File: src/rtl/sample_feeder.sv
// Streams `length` samples from a synchronous sample memory (one-cycle read
// latency) to the window averager. One read is in flight at most, and a
// one-entry skid buffer absorbs it when the consumer stalls.
//
// state | meaning
// IDLE  | waiting for start; a zero-length start only pulses done
// RUN   | issuing reads while issued < length
// FLUSH | all reads issued; draining returned data to the consumer
module sample_feeder #(
    parameter int DW  = 16,
    parameter int AW  = 10,
    parameter int WIN = 12
) (
    input  logic          clk,
    input  logic          reset,
    input  logic          start,
    input  logic [AW-1:0] base_addr,
    input  logic [AW-1:0] length,
    output logic          mem_rd,
    output logic [AW-1:0] mem_addr,
    input  logic [DW-1:0] mem_data,
    input  logic          stall,
    output logic [DW-1:0] sample,
    output logic          sample_valid,
    output logic          prime_done,
    output logic          busy,
    output logic          done
);

    typedef enum logic [1:0] {
        IDLE  = 2'd0,
        RUN   = 2'd1,
        FLUSH = 2'd2
    } state_t;

    localparam logic [AW:0] ONE     = (AW+1)'(1);
    localparam logic [AW:0] WIN_CNT = (AW+1)'(WIN);

    state_t        state_q, state_d;
    logic [AW-1:0] base_q, base_d;
    logic [AW-1:0] len_q, len_d;
    logic [AW:0]   issued_q, issued_d;
    logic [AW:0]   sent_q, sent_d;
    logic [AW-1:0] mem_addr_q, mem_addr_d;
    logic          rd_pend_q, rd_pend_d;
    logic [DW-1:0] sample_q, sample_d;
    logic          valid_q, valid_d;
    logic [DW-1:0] skid_q, skid_d;
    logic          skid_valid_q, skid_valid_d;
    logic          prime_q, prime_d;
    logic          done_q, done_d;

    logic          mem_rd_c;
    logic          xfer;
    logic          out_free;
    logic [AW:0]   len_ext;

    // State and datapath registers; reset abandons any stream and in-flight read.
    always_ff @(posedge clk or negedge reset) begin
        if (!reset) begin
            state_q      <= IDLE;
            base_q       <= '0;
            len_q        <= '0;
            issued_q     <= '0;
            sent_q       <= '0;
            mem_addr_q   <= '0;
            rd_pend_q    <= 1'b0;
            sample_q     <= '0;
            valid_q      <= 1'b0;
            skid_q       <= '0;
            skid_valid_q <= 1'b0;
            prime_q      <= 1'b0;
            done_q       <= 1'b0;
        end else begin
            state_q      <= state_d;
            base_q       <= base_d;
            len_q        <= len_d;
            issued_q     <= issued_d;
            sent_q       <= sent_d;
            mem_addr_q   <= mem_addr_d;
            rd_pend_q    <= rd_pend_d;
            sample_q     <= sample_d;
            valid_q      <= valid_d;
            skid_q       <= skid_d;
            skid_valid_q <= skid_valid_d;
            prime_q      <= prime_d;
            done_q       <= done_d;
        end
    end

    // Next-state, read issue, return-path steering and counters.
    always_comb begin
        state_d      = state_q;
        base_d       = base_q;
        len_d        = len_q;
        issued_d     = issued_q;
        sent_d       = sent_q;
        mem_addr_d   = mem_addr_q;
        sample_d     = sample_q;
        valid_d      = valid_q;
        skid_d       = skid_q;
        skid_valid_d = skid_valid_q;
        prime_d      = prime_q;
        done_d       = 1'b0;
        mem_rd_c     = 1'b0;

        len_ext  = {1'b0, len_q};
        xfer     = valid_q & ~stall;
        out_free = ~valid_q | xfer;

        // Older skid data always reaches the output before newer read data.
        // A read is only issued with the skid empty and stall low, so the
        // skid is never full while data returns to a blocked output stage.
        if (skid_valid_q) begin
            if (out_free) begin
                sample_d     = skid_q;
                valid_d      = 1'b1;
                skid_valid_d = rd_pend_q;
                if (rd_pend_q) begin
                    skid_d = mem_data;
                end
            end
        end else if (rd_pend_q) begin
            if (out_free) begin
                sample_d = mem_data;
                valid_d  = 1'b1;
            end else begin
                skid_d       = mem_data;
                skid_valid_d = 1'b1;
            end
        end else if (xfer) begin
            valid_d = 1'b0;
        end

        if (xfer) begin
            sent_d = sent_q + ONE;
            if (sent_d == WIN_CNT) begin
                prime_d = 1'b1;
            end
        end

        case (state_q)
            IDLE: begin
                if (start) begin
                    prime_d  = 1'b0;
                    issued_d = '0;
                    sent_d   = '0;
                    if (length != '0) begin
                        base_d  = base_addr;
                        len_d   = length;
                        state_d = RUN;
                    end else begin
                        done_d = 1'b1;
                    end
                end
            end
            RUN: begin
                if ((issued_q != len_ext) && !stall && !skid_valid_q) begin
                    mem_rd_c   = 1'b1;
                    mem_addr_d = base_q + issued_q[AW-1:0];
                    issued_d   = issued_q + ONE;
                end
                if (issued_d == len_ext) begin
                    state_d = FLUSH;
                end
            end
            FLUSH: begin
                if (xfer && (sent_d == len_ext)) begin
                    state_d = IDLE;
                    done_d  = 1'b1;
                end
            end
            default: begin
                state_d = IDLE;
            end
        endcase

        rd_pend_d = mem_rd_c;
    end

    assign mem_rd       = mem_rd_c;
    assign mem_addr     = mem_addr_d;
    assign sample       = sample_q;
    assign sample_valid = valid_q;
    assign prime_done   = prime_q;
    assign busy         = (state_q != IDLE);
    assign done         = done_q;

endmodule

File: config.mk
export PLATFORM = sky130hd
export DESIGN_NAME = sample_feeder
export DESIGN_NICKNAME = d
export VERILOG_FILES = /design/src/rtl/sample_feeder.sv
export SDC_FILE = /design/constraint.sdc
export NUM_CORES = 1
export LEC_CHECK = 0
export BUFFER_PORTS_ARGS = -buffer_cell sky130_fd_sc_hd__clkbuf_2
export CAP_MARGIN = 20
export CORE_MARGIN = 5
export CORE_UTILIZATION = 62
export DETAILED_ROUTE_END_ITERATION = 7
export GPL_TIMING_DRIVEN = 1
export PLACE_DENSITY = 0.82
export SLEW_MARGIN = 30
export SYNTH_ARGS = -nofsm -noshare
export SYNTH_HDL_FRONTEND = slang
export SYNTH_SLANG_ARGS = --single-unit
File: constraint.sdc
create_clock -name clk -period 7.95 [get_ports clk]
set_input_delay 1.9875 -clock clk [delete_from_list [all_inputs] [get_ports clk]]
set_output_delay 1.9875 -clock clk [all_outputs]
set_load 0.02 [all_outputs]
**After elaboration in Yosys (flattened, before gate mapping)**

Cells that the tools add are included.

- Add/subtract/negate cells: 3
- Eq/ne operators: 13
- Mux-type cells: 41
- Bitwise gates (word level): 4
- Reductions and logical operators: 16

Operators by type and width:

| cell | count |
|---|---|
| two-way mux 16 bit | 9 |
| two-way mux 11 bit | 6 |
| adder 11 x 1 -> 11 bit, second input constant | 2 |
| == test 11 x 10 -> 1 bit | 2 |
| case mux 11 bit (2 select lines) | 1 |
| two-way mux 10 bit | 2 |
| two-way mux 1 bit | 17 |
| inequality test 2 bit, second input constant | 6 |
| == test 11 x 4 -> 1 bit, second input constant | 1 |
| inequality test 11 x 10 -> 1 bit | 1 |
| adder 10 bit | 1 |
| nonzero test 10 bit | 1 |
| two-way mux 2 bit | 4 |
| AND reduction 4 bit | 2 |
| case mux 2 bit (3 select lines) | 1 |
| nonzero test 2 bit | 3 |
| AND reduction 2 bit | 2 |
| logical AND 1 bit | 3 |
| AND reduction 3 bit | 1 |
| nonzero test 3 bit | 1 |
| == test 2 x 1 -> 1 bit, second input constant | 1 |
| == test 2 bit, second input constant | 1 |
| logical NOT 1 bit | 2 |
| logical NOT 2 bit | 1 |
| 5 further kinds | 6 |

- Flip-flop bits (word level): 91
- Input port bits: 40
- Output and inout port bits: 31
- Logic and storage cells: 90

**Longest topological paths before layout**

Gate-level depths: netlist of run 1.

- Word-level depth: 8
- Gate-level depth with buffers: 10
- Gate-level depth less buffers: 10

**Worst setup path before layout of run 1**

Ideal clock, no wire load.

- Path type: input to output
- From: input port stall
- To: output port mem_addr[4]
- Arrival time: 3.556 ns
- Data required time: 5.963 ns
- Path slack: 2.406 ns
- Stages on the path: 5
- Cells stage by stage: buf_2 -> a311o_1 -> nand2b_1 -> clkbuf_1 -> o31ai_1

- Longest elaborated chain between the ends: 5

RTL lines:

| element | RTL line | RTL |
|---|---|---|
| from (decl) | 22 | `input logic stall,` |
| logical NOT 1 bit | 158 | `if ((issued_q != len_ext) && !stall && !skid_valid_q) begin` |
| logical AND 1 bit (2 in series) | 158 |  |
| two-way mux 10 bit | 158 |  |
| two-way mux 10 bit | 142 | `case (state_q)` |
| to (decl) | 20 | `output logic [AW-1:0] mem_addr,` |

No other way between the ends.

**Worst setup path after layout of run 1**

- From: input port stall
- To: output port mem_addr[6]

The elaborated chain is that of the path after synthesis.

==> impl_metrics.yaml, run 1 <==
hold_path:
  hp-class: "reg -> reg"
layout:
  fin_area_sq_mm: 0.005507
  drive_above_1_share: 0.2463
  layout.nets: 591
  fillCellCount: 595
  area.growth.synth_to_final_pct: 12.62
  final_core_utilization: 0.7163
  insertedDiodeCount: 0
worst_setup_path:
  crit_path_end_kind: "primary output"
  crit_fanout: 22
  setup.worst_path.class: "in -> out"
  worst_ep_arrival_time_ns: 4.13
  worst-endpoint-required_ns: 5.96
  critical_path.startpoint_type: "input pin"
synthesis:
  yosys_register_bits: 91
  number_of_synthesized_flops_with_an_enable_pin: 0
  synth_top_cells_by_count: "sky130_fd_sc_hd__dfrtp_1 (91), sky130_fd_sc_hd__nand2_1 (54), sky130_fd_sc_hd__mux2_2 (38)"
  post_synth_inst_count: 480
  synth-seq-area-share: 0.4657
  synthesis.nets: 532
  leading_cell_type_by_number_of_instances_after_synthesis: "sky130_fd_sc_hd__dfrtp_1"
  yosys.area.top_type_share: 0.4657
  synthFlopType: "sky130_fd_sc_hd__dfrtp_1"
  async_reset_ff_frac: 1.000
  yosysWarningCount: 0
  synth.distinct_cells: 53
  synthTopCellsByArea: "sky130_fd_sc_hd__dfrtp_1 (47%), sky130_fd_sc_hd__mux2_2 (8.8%), sky130_fd_sc_hd__xnor2_1 (4.3%), sky130_fd_sc_hd__nand2_1 (4.1%), sky130_fd_sc_hd__o21ai_0 (3.6%)"
  synthesis.area_per_instance_sq_um: 10.19
  netlist.top_cell.by_area: "sky130_fd_sc_hd__dfrtp_1"
  post_synth_instance_area_sq_mm: 0.004890
sta:
  final.setup_skew_ns: 0.01406
  setup_viol: 0
  finalWorstPathRequiredPeriod_ns: 6.121
  final_hold_viol_count: 0
  maxClockFrequency_mhz: 163.4
  worst_slew_margin_rel: 0.4028
  timing.final.crit_share: 0.7699
  rsz0062_at_grt: "no"
  finalMaxSlewViolations: 0
  max_slew.worst_pin.slew_ns: 0.8952
  fin_tns_setup_ns: 0
clock_tree:
  cts-buffers-inserted: 9
  cts_hold_repair.buffers: 0
  clockRootBuffer: "sky130_fd_sc_hd__clkbuf_8"
  clk_transition_reported_paths_ns: 0.10
  ctsHtreeMaxLevel: 3
  insertion_delay_ns: 0.36
  num_clock_sinks: 91
  clk_path_buf_depth: 2
  tritoncts: "built"
  post_cts_resized: 0
  post-cts-setup-buffer-count: 0
run_status:
  status: "completed"
route:
  routed-via-count: 3732
  postRouteAntennaNets: 0
  routed_wirelength_mm: 11.00
  drc: 0
  dr.first_iter.drc_count: 161
  routed_wirelength_normalized_by_instance_count_um: 17.03
  drt-pass1-iter-count: 4
  viasPerCell: 5.777
die:
  num_io_pins: 71
  dieHeight_um: 98.81
  initial_utilization: 0.6361
  fp.dieArea_sq_mm: 0.009762
  core_area_sq_mm: 0.007687
  rows: 32
  die-width_um: 98.81
place:
  place_congestion: 0.8944
  input_output_buffers: 70
  post_dp_cell_area_sq_mm: 0.005300
  dp.final_hpwl_mm: 8.091
pwr:
  fin_total_pwr_mw: 2.031
  switchingPower_mw: 0.8697
  leakagePower_nw: 2.460
  power.switching_fraction: 0.4282
  worst_ir_drop_vdd_uv: 271.7
  power_frac_comb: 0.445
  internal_power_mw: 1.161
  share_seq_of_total_power: 0.401
  clkPwrFrac: 0.154
  power_density_cells_mw_per_mm2: 368.8
grt:
  grt_pass1_vias: 3896
  grt.total_usage: 0.2358
  grt_start_max_net_pins: 61
  wire_length_of_the_first_global_routing_pass_mm: 18.71
  grt_antenna_before_repair: 0
  grt_overflow_total: 0
job:
  drv_cap: 0
sequential cells by signal (all words and copies together) (netlist names):
register / count
len_q: 10
mem_addr_q: 10
sample: 16
state_q: 2
base_q: 10
sample_valid: 1
sent_q: 11
done: 1
skid_valid_q: 1
skid_q: 16
issued_q: 11
prime_done: 1
rd_pend_q: 1
through the flow:
stage / hold slack [ns] / setup slack [ns] / std cells
floorplan: 0.4792 / 2.406 / 480
global placement: 0.4615 / 1.895 / 630
detailed placement: 0.4680 / 1.814 / 630
CTS: 0.4924 / 1.821 / 646
global route: 0.5288 / 1.623 / 646
finish: 0.4837 / 1.829 / 646
final timing paths:
kind | startpoint | endpoint | slack (ns) | depth (start not counted)
worst min-delay path | mem_addr_q[4] | mem_addr_q[4] | 0.48 | 2
worst max register to register | len_q[8] | issued_q[8] | 4.68 | 8
min in group asynchronous | reset | mem_addr_q[5] | 1.54 | 1
max in group asynchronous | reset | sent_q[5] | 5.33 | 2
worst max-delay path | stall | mem_addr[6] | 1.83 | 6
worst min register to register | mem_addr_q[4] | mem_addr_q[4] | 0.48 | 2
logic make-up after synthesis:
kind of cell / synth area share
xor+xnor: 0.08214
compound gates: 0.1118
buf+inv: 0.03122
mux: 0.1226
simple gates: 0.1543
fa+ha+maj: 0.03224
flops: 0.4657
cell type report:
type,count,area (sq um),area share
Tap cell,102,127.6,0.02318
Clock buffer,9,123.9,0.02249
Multi-Input combinational cell,350,2472,0.4490
Timing Repair Buffer,72,367.9,0.06680
Clock inverter,7,81.33,0.01477
Sequential cell,91,2277,0.4135
Inverter,15,56.30,0.01022
routing by layer:
layer  up-vias  share of wire  GRT usage
li1       1814              -          -
met1      1803           0.44     0.3173
met2       101           0.49     0.3895
met3        14          0.059    0.04812
met4         0          0.012    0.06513
met5         -              0          0
cell usage in the layout, fill, tap and decap left out, types with 11 or more instances in the layout:
cell type,count
sky130_fd_sc_hd__dfrtp_1,91
sky130_fd_sc_hd__clkbuf_2,69
sky130_fd_sc_hd__nand2_1,54
sky130_fd_sc_hd__mux2_2,38
sky130_fd_sc_hd__o21ai_0,34
sky130_fd_sc_hd__nor2_1,28
sky130_fd_sc_hd__xnor2_1,24
sky130_fd_sc_hd__xor2_1,20
sky130_fd_sc_hd__mux2i_1,16
sky130_fd_sc_hd__inv_1,14
sky130_fd_sc_hd__nand3_1,14
sky130_fd_sc_hd__ha_1,11
critical path, cell delays in order:
cell and delay (ns):
sky130_fd_sc_hd__clkbuf_2 0.17, sky130_fd_sc_hd__a311o_1 0.31, sky130_fd_sc_hd__nand2b_1 0.62, sky130_fd_sc_hd__clkinv_1 0.48, sky130_fd_sc_hd__mux2_2 0.40, sky130_fd_sc_hd__clkbuf_2 0.16
power by group through the flow:
stage	registers, mW	logic (mW)	clock network, mW
2_1_floorplan	0.814	0.639	0
3_3_place_gp	0.806	0.862	0
3_5_place_dp	0.819	0.900	0
4_1_cts	0.811	0.910	0.319
5_1_grt	0.839	0.996	0.343
6_report	0.814	0.904	0.313
Power figures use the tool's default switching activity.
==> run 2, diff against run 1 <==
Settings changed: CORE_UTILIZATION 62 to 57, PLACE_DENSITY 0.82 to 0.76.
Clock period 7.95 ns to 5.7 ns, I/O delays scaled along.
==> impl_metrics.yaml, run 2 (synthesis results as in run 1) <==
sta:
  final_hold_viol_count: 0
  rsz0062_at_grt: "no"
  max_slew.worst_pin.slew_ns: 0.8817
  setup_viol: 0
  maxClockFrequency_mhz: 196.5
  finalMaxSlewViolations: 0
  worst_hold_slack_ns: 0.4840
  worst_slew_margin_rel: 0.4119
  fin_tns_setup_ns: 0
  timing.final.crit_share: 0.8927
  finalWorstPathRequiredPeriod_ns: 5.088
  final.setup_skew_ns: 0.01657
clock_tree:
  post_cts_resized: 0
  clockRootBuffer: "sky130_fd_sc_hd__clkbuf_8"
  clk_path_buf_depth: 2
  clk_transition_reported_paths_ns: 0.10
  ctsHtreeMaxLevel: 3
  num_clock_sinks: 91
  post-cts-setup-buffer-count: 0
  cts-buffers-inserted: 9
  tritoncts: "built"
  cts_hold_repair.buffers: 0
  insertion_delay_ns: 0.37
layout:
  drive_above_1_share: 0.2459
  insertedDiodeCount: 0
  final_core_utilization: 0.6638
  mostFrequentLayoutCells: "sky130_fd_sc_hd__dfrtp_1 (91), sky130_fd_sc_hd__clkbuf_2 (69), sky130_fd_sc_hd__nand2_1 (54)"
  fin_area_sq_mm: 0.005509
  most_frequent_standard_cell_in_the_layout_excluding_fill_and_tap_cells: "sky130_fd_sc_hd__dfrtp_1"
  area.growth.synth_to_final_pct: 12.67
  layout.nets: 592
route:
  routed_wirelength_mm: 10.54
  drt-pass1-iter-count: 4
  routed-via-count: 3770
  postRouteAntennaNets: 0
  routed_wirelength_normalized_by_instance_count_um: 16.21
  drc: 0
  viasPerCell: 5.800
  dr.first_iter.drc_count: 150
grt:
  grt_start_max_net_pins: 60
  grt_overflow_total: 0
  grt.total_usage: 0.2173
  wire_length_of_the_first_global_routing_pass_mm: 18.12
  grt_pass1_vias: 3692
  grt_antenna_before_repair: 0
job:
  drv_cap: 0
die:
  die-width_um: 102.6
  dieHeight_um: 102.6
  fp.dieArea_sq_mm: 0.01053
  initial_utilization: 0.5892
  core_area_sq_mm: 0.008299
  rows: 33
  num_io_pins: 71
pwr:
  power_density_cells_mw_per_mm2: 508.9
  worst_ir_drop_vdd_uv: 318.0
  leakagePower_nw: 2.454
worst_setup_path:
  setup.worst_path.class: "reg -> out"
  reg2reg_setup_slack_ns: 2.43
  crit_fanout: 22
  worst_ep_arrival_time_ns: 3.66
  critical_path.startpoint_type: "register"
  r2r.worst_path.cells: 8
  crit_path_end_kind: "primary output"
  worst-endpoint-required_ns: 4.28
place:
  dp.final_hpwl_mm: 7.842
  input_output_buffers: 70
  post_dp_cell_area_sq_mm: 0.005319
  place_congestion: 0.9603
hold_path:
  count_of_cells_along_the_worst_hold_path: 2
  hp-class: "reg -> reg"
run_status:
  status: "completed"
==> run 2: cell count changes in the layout (fill, tap and decap cells not counted), sizes merged <==
cell | previous run | this run
clkinv | 4 | 2
clkinvlp | 0 | 2
buf | 3 | 4
==> run 2: final cells by class <==
class                   instances  area (sq um)
clock buffers                   9         123.9
well taps                     105         131.4
inverters                      15         56.30
repair buffers                 73         382.9
clock inverters                 7         66.31
fillers                       662          2790
multi-input cells             350          2471
flip-flops and latches         91          2277
==> run 2: metrics by stage <==
step	setup WS [ns]	cells	total power, mW
floorplan	1.281	480	2.026
global placement	0.7673	633	2.328
detailed placement	0.6742	634	2.392
CTS	0.6033	650	2.825
global route	0.3546	650	3.030
finish	0.6117	650	2.804
==> run 2: worst max-delay path, stage by stage, from the launching register on <==
cell                       delay, ns
sky130_fd_sc_hd__dfrtp_1        0.51
sky130_fd_sc_hd__xor2_2         0.22
sky130_fd_sc_hd__nor4_2         0.46
sky130_fd_sc_hd__a311o_1        0.42
sky130_fd_sc_hd__nand2b_1       0.65
sky130_fd_sc_hd__clkinv_1       0.47
sky130_fd_sc_hd__mux2_2         0.39
sky130_fd_sc_hd__clkbuf_2       0.16
==> run 2: worst paths after layout <==
path,from,endpoint
setup / recovery,issued_q[7],mem_addr[6]
hold / removal,sample[13],sample[13]
setup reg to reg,issued_q[7],issued_q[8]
hold reg to reg,sample[13],sample[13]
max in group asynchronous,reset,sample[3]
min in group asynchronous,reset,base_q[5]
==> run 2: layer usage <==
metal | routed length (um) | GRT usage | up-vias
met5 | 0 | 0 | -
met4 | 144 | 0.06256 | 0
met3 | 619 | 0.04871 | 12
met1 | 4972 | 0.3186 | 1841
met2 | 4799 | 0.3247 | 106
li1 | - | - | 1811
==> run 2: power breakdown <==
group          internal (mW)  leakage (nW)  total [mW]  switching, mW
combinational          0.540          1.23        1.25          0.709
sequential             0.907          1.14        1.13          0.219
clock                  0.170        0.0918       0.429          0.259
==> run 3, diff against run 2 <==
Settings changed: CORE_UTILIZATION 57 to 43, PLACE_DENSITY 0.76 to 0.59.
Clock period 5.7 ns to 5.14 ns, I/O delays scaled along.
==> impl_metrics.yaml, run 3 (synthesis results as in run 1) <==
worst_setup_path:
  timing.rr.end: "issued_q[6]"
  regToRegStartpoint: "issued_q[7]"
  worst_ep_arrival_time_ns: 3.20
  cp_top_family: "buffers and inverters"
  slowest_library_cell_on_the_worst_path: "sky130_fd_sc_hd__dfrtp_1"
  setup.worst_path.class: "reg -> out"
  crit_fanout: 20
  crit_path_end_kind: "primary output"
  r2r.worst_path.cells: 9
  crit_path_largest_cell_delay_ns: 0.49
  reg2reg_setup_slack_ns: 2.31
  cells_traversed_along_the_worst_timing_path: "xor2_2 -> nor4_2 -> a311o_1 -> nand2b_1 -> buf_4 -> clkinv_1 -> mux2_2 -> clkbuf_2"
  critical_path.startpoint_type: "register"
  critPathBufInv: 3
  worst-endpoint-required_ns: 3.86
layout:
  fin_area_sq_mm: 0.005645
  final_core_utilization: 0.5008
  mostFrequentLayoutCells: "sky130_fd_sc_hd__dfrtp_1 (91), sky130_fd_sc_hd__clkbuf_2 (69), sky130_fd_sc_hd__nand2_1 (54)"
  layout.nets: 593
  insertedDiodeCount: 0
  most_frequent_standard_cell_in_the_layout_excluding_fill_and_tap_cells: "sky130_fd_sc_hd__dfrtp_1"
  area.growth.synth_to_final_pct: 15.46
  drive_above_1_share: 0.2477
  final-instance-count-excl-fill: 688
place:
  dp.final_hpwl_mm: 8.124
  numPlacedInstances: 673
  input_output_buffers: 70
  pre_cts_slack_ns: 0.7240
  post_dp_cell_area_sq_mm: 0.005366
  place_congestion: 0.8267
sta:
  worst_slew_margin_rel: 0.5252
  final.setup_skew_ns: 0.007257
  rsz0062_at_grt: "no"
  max_slew.worst_pin.slew_ns: 0.7105
  setup_slack_ns: 0.6542
  maxClockFrequency_mhz: 222.9
  timing.final.crit_share: 0.8727
  worst_hold_slack_ns: 0.4850
  finalWorstPathRequiredPeriod_ns: 4.486
  finalMaxSlewViolations: 0
  fin_tns_setup_ns: 0
  final_hold_viol_count: 0
  setup_viol: 0
grt:
  grt.total_usage: 0.1751
  grt_overflow_total: 0
  wire_length_of_the_first_global_routing_pass_mm: 18.59
  grt_start_max_net_pins: 56
  grt_antenna_before_repair: 0
  grt_pass1_vias: 3789
pwr:
  power_density_cells_mw_per_mm2: 577.7
  worst_ir_drop_vdd_uv: 291.6
  leakagePower_nw: 2.501
  fin_total_pwr_mw: 3.261
die:
  die-width_um: 116.6
  num_io_pins: 71
  initial_utilization: 0.4338
  dieHeight_um: 116.6
  fp.dieArea_sq_mm: 0.01360
  rows: 39
  core_area_sq_mm: 0.01127
route:
  routed_wirelength_normalized_by_instance_count_um: 15.89
  drc: 0
  dr.first_iter.drc_count: 134
  viasPerCell: 5.355
  routed_wirelength_mm: 10.93
  postRouteAntennaNets: 0
  routed-via-count: 3684
  drt-pass1-iter-count: 4
clock_tree:
  num_clock_sinks: 91
  ctsHtreeMaxLevel: 3
  tritoncts: "built"
  cts-buffers-inserted: 9
  clk_path_buf_depth: 2
  clockRootBuffer: "sky130_fd_sc_hd__clkbuf_16"
  post-cts-setup-buffer-count: 0
  cts_hold_repair.buffers: 0
  post_cts_resized: 0
  clk_transition_reported_paths_ns: 0.06
  insertion_delay_ns: 0.34
hold_path:
  hold-path-endpoint: "sample[15]"
  worst_hold_startpoint: "sample[15]"
  hp-class: "reg -> reg"
  count_of_cells_along_the_worst_hold_path: 2
job:
  drv_cap: 0
run_status:
  status: "completed"
==> run 3: how the worst max path moves through the flow <==
stage / startpoint / endpoint / cells after the start
floorplan: stall / mem_addr[4] / 5
global placement: stall / mem_addr[8] / 7
detailed placement: stall / mem_addr[8] / 7
CTS: issued_q[7] / mem_addr[6] / 8
global route: len_q[8] / mem_addr[6] / 8
finish: issued_q[7] / mem_addr[6] / 8
==> run 3: final cells by class <==
| cell class | instances | area [sq um] |
|---|---|---|
| timing repair buffer | 74 | 382.9 |
| fill | 1045 | 5627 |
| clock buffer | 10 | 239.0 |
| inverter | 15 | 56.30 |
| sequential | 91 | 2277 |
| tap | 143 | 178.9 |
| multi-input combinational | 350 | 2472 |
| clock inverter | 5 | 38.79 |
==> run 3: layer usage <==
layer | vias to the layer above | routed length (um) | GRT usage
li1 | 1816 | - | -
met1 | 1776 | 5359 | 0.2437
met2 | 79 | 4975 | 0.2738
met3 | 13 | 418 | 0.03523
met4 | 0 | 176 | 0.06116
met5 | - | 0 | 0
==> run 3: worst reg2reg max path, delay by kind of cell (launching register included) <==
kind	cells	cell delay [ns]
compound gates	3	0.57
xor+xnor	1	0.23
buf+inv	2	0.57
flops	1	0.49
simple gates	3	0.90
==> run 3: report_power, final <==
| group | leakage [nW] | internal, mW | switching, mW |
|---|---|---|---|
| Clock | 0.135 | 0.340 | 0.276 |
| Combinational | 1.23 | 0.600 | 0.787 |
| Sequential | 1.14 | 1.01 | 0.249 |
| Total | 2.50 | 1.95 | 1.31 |
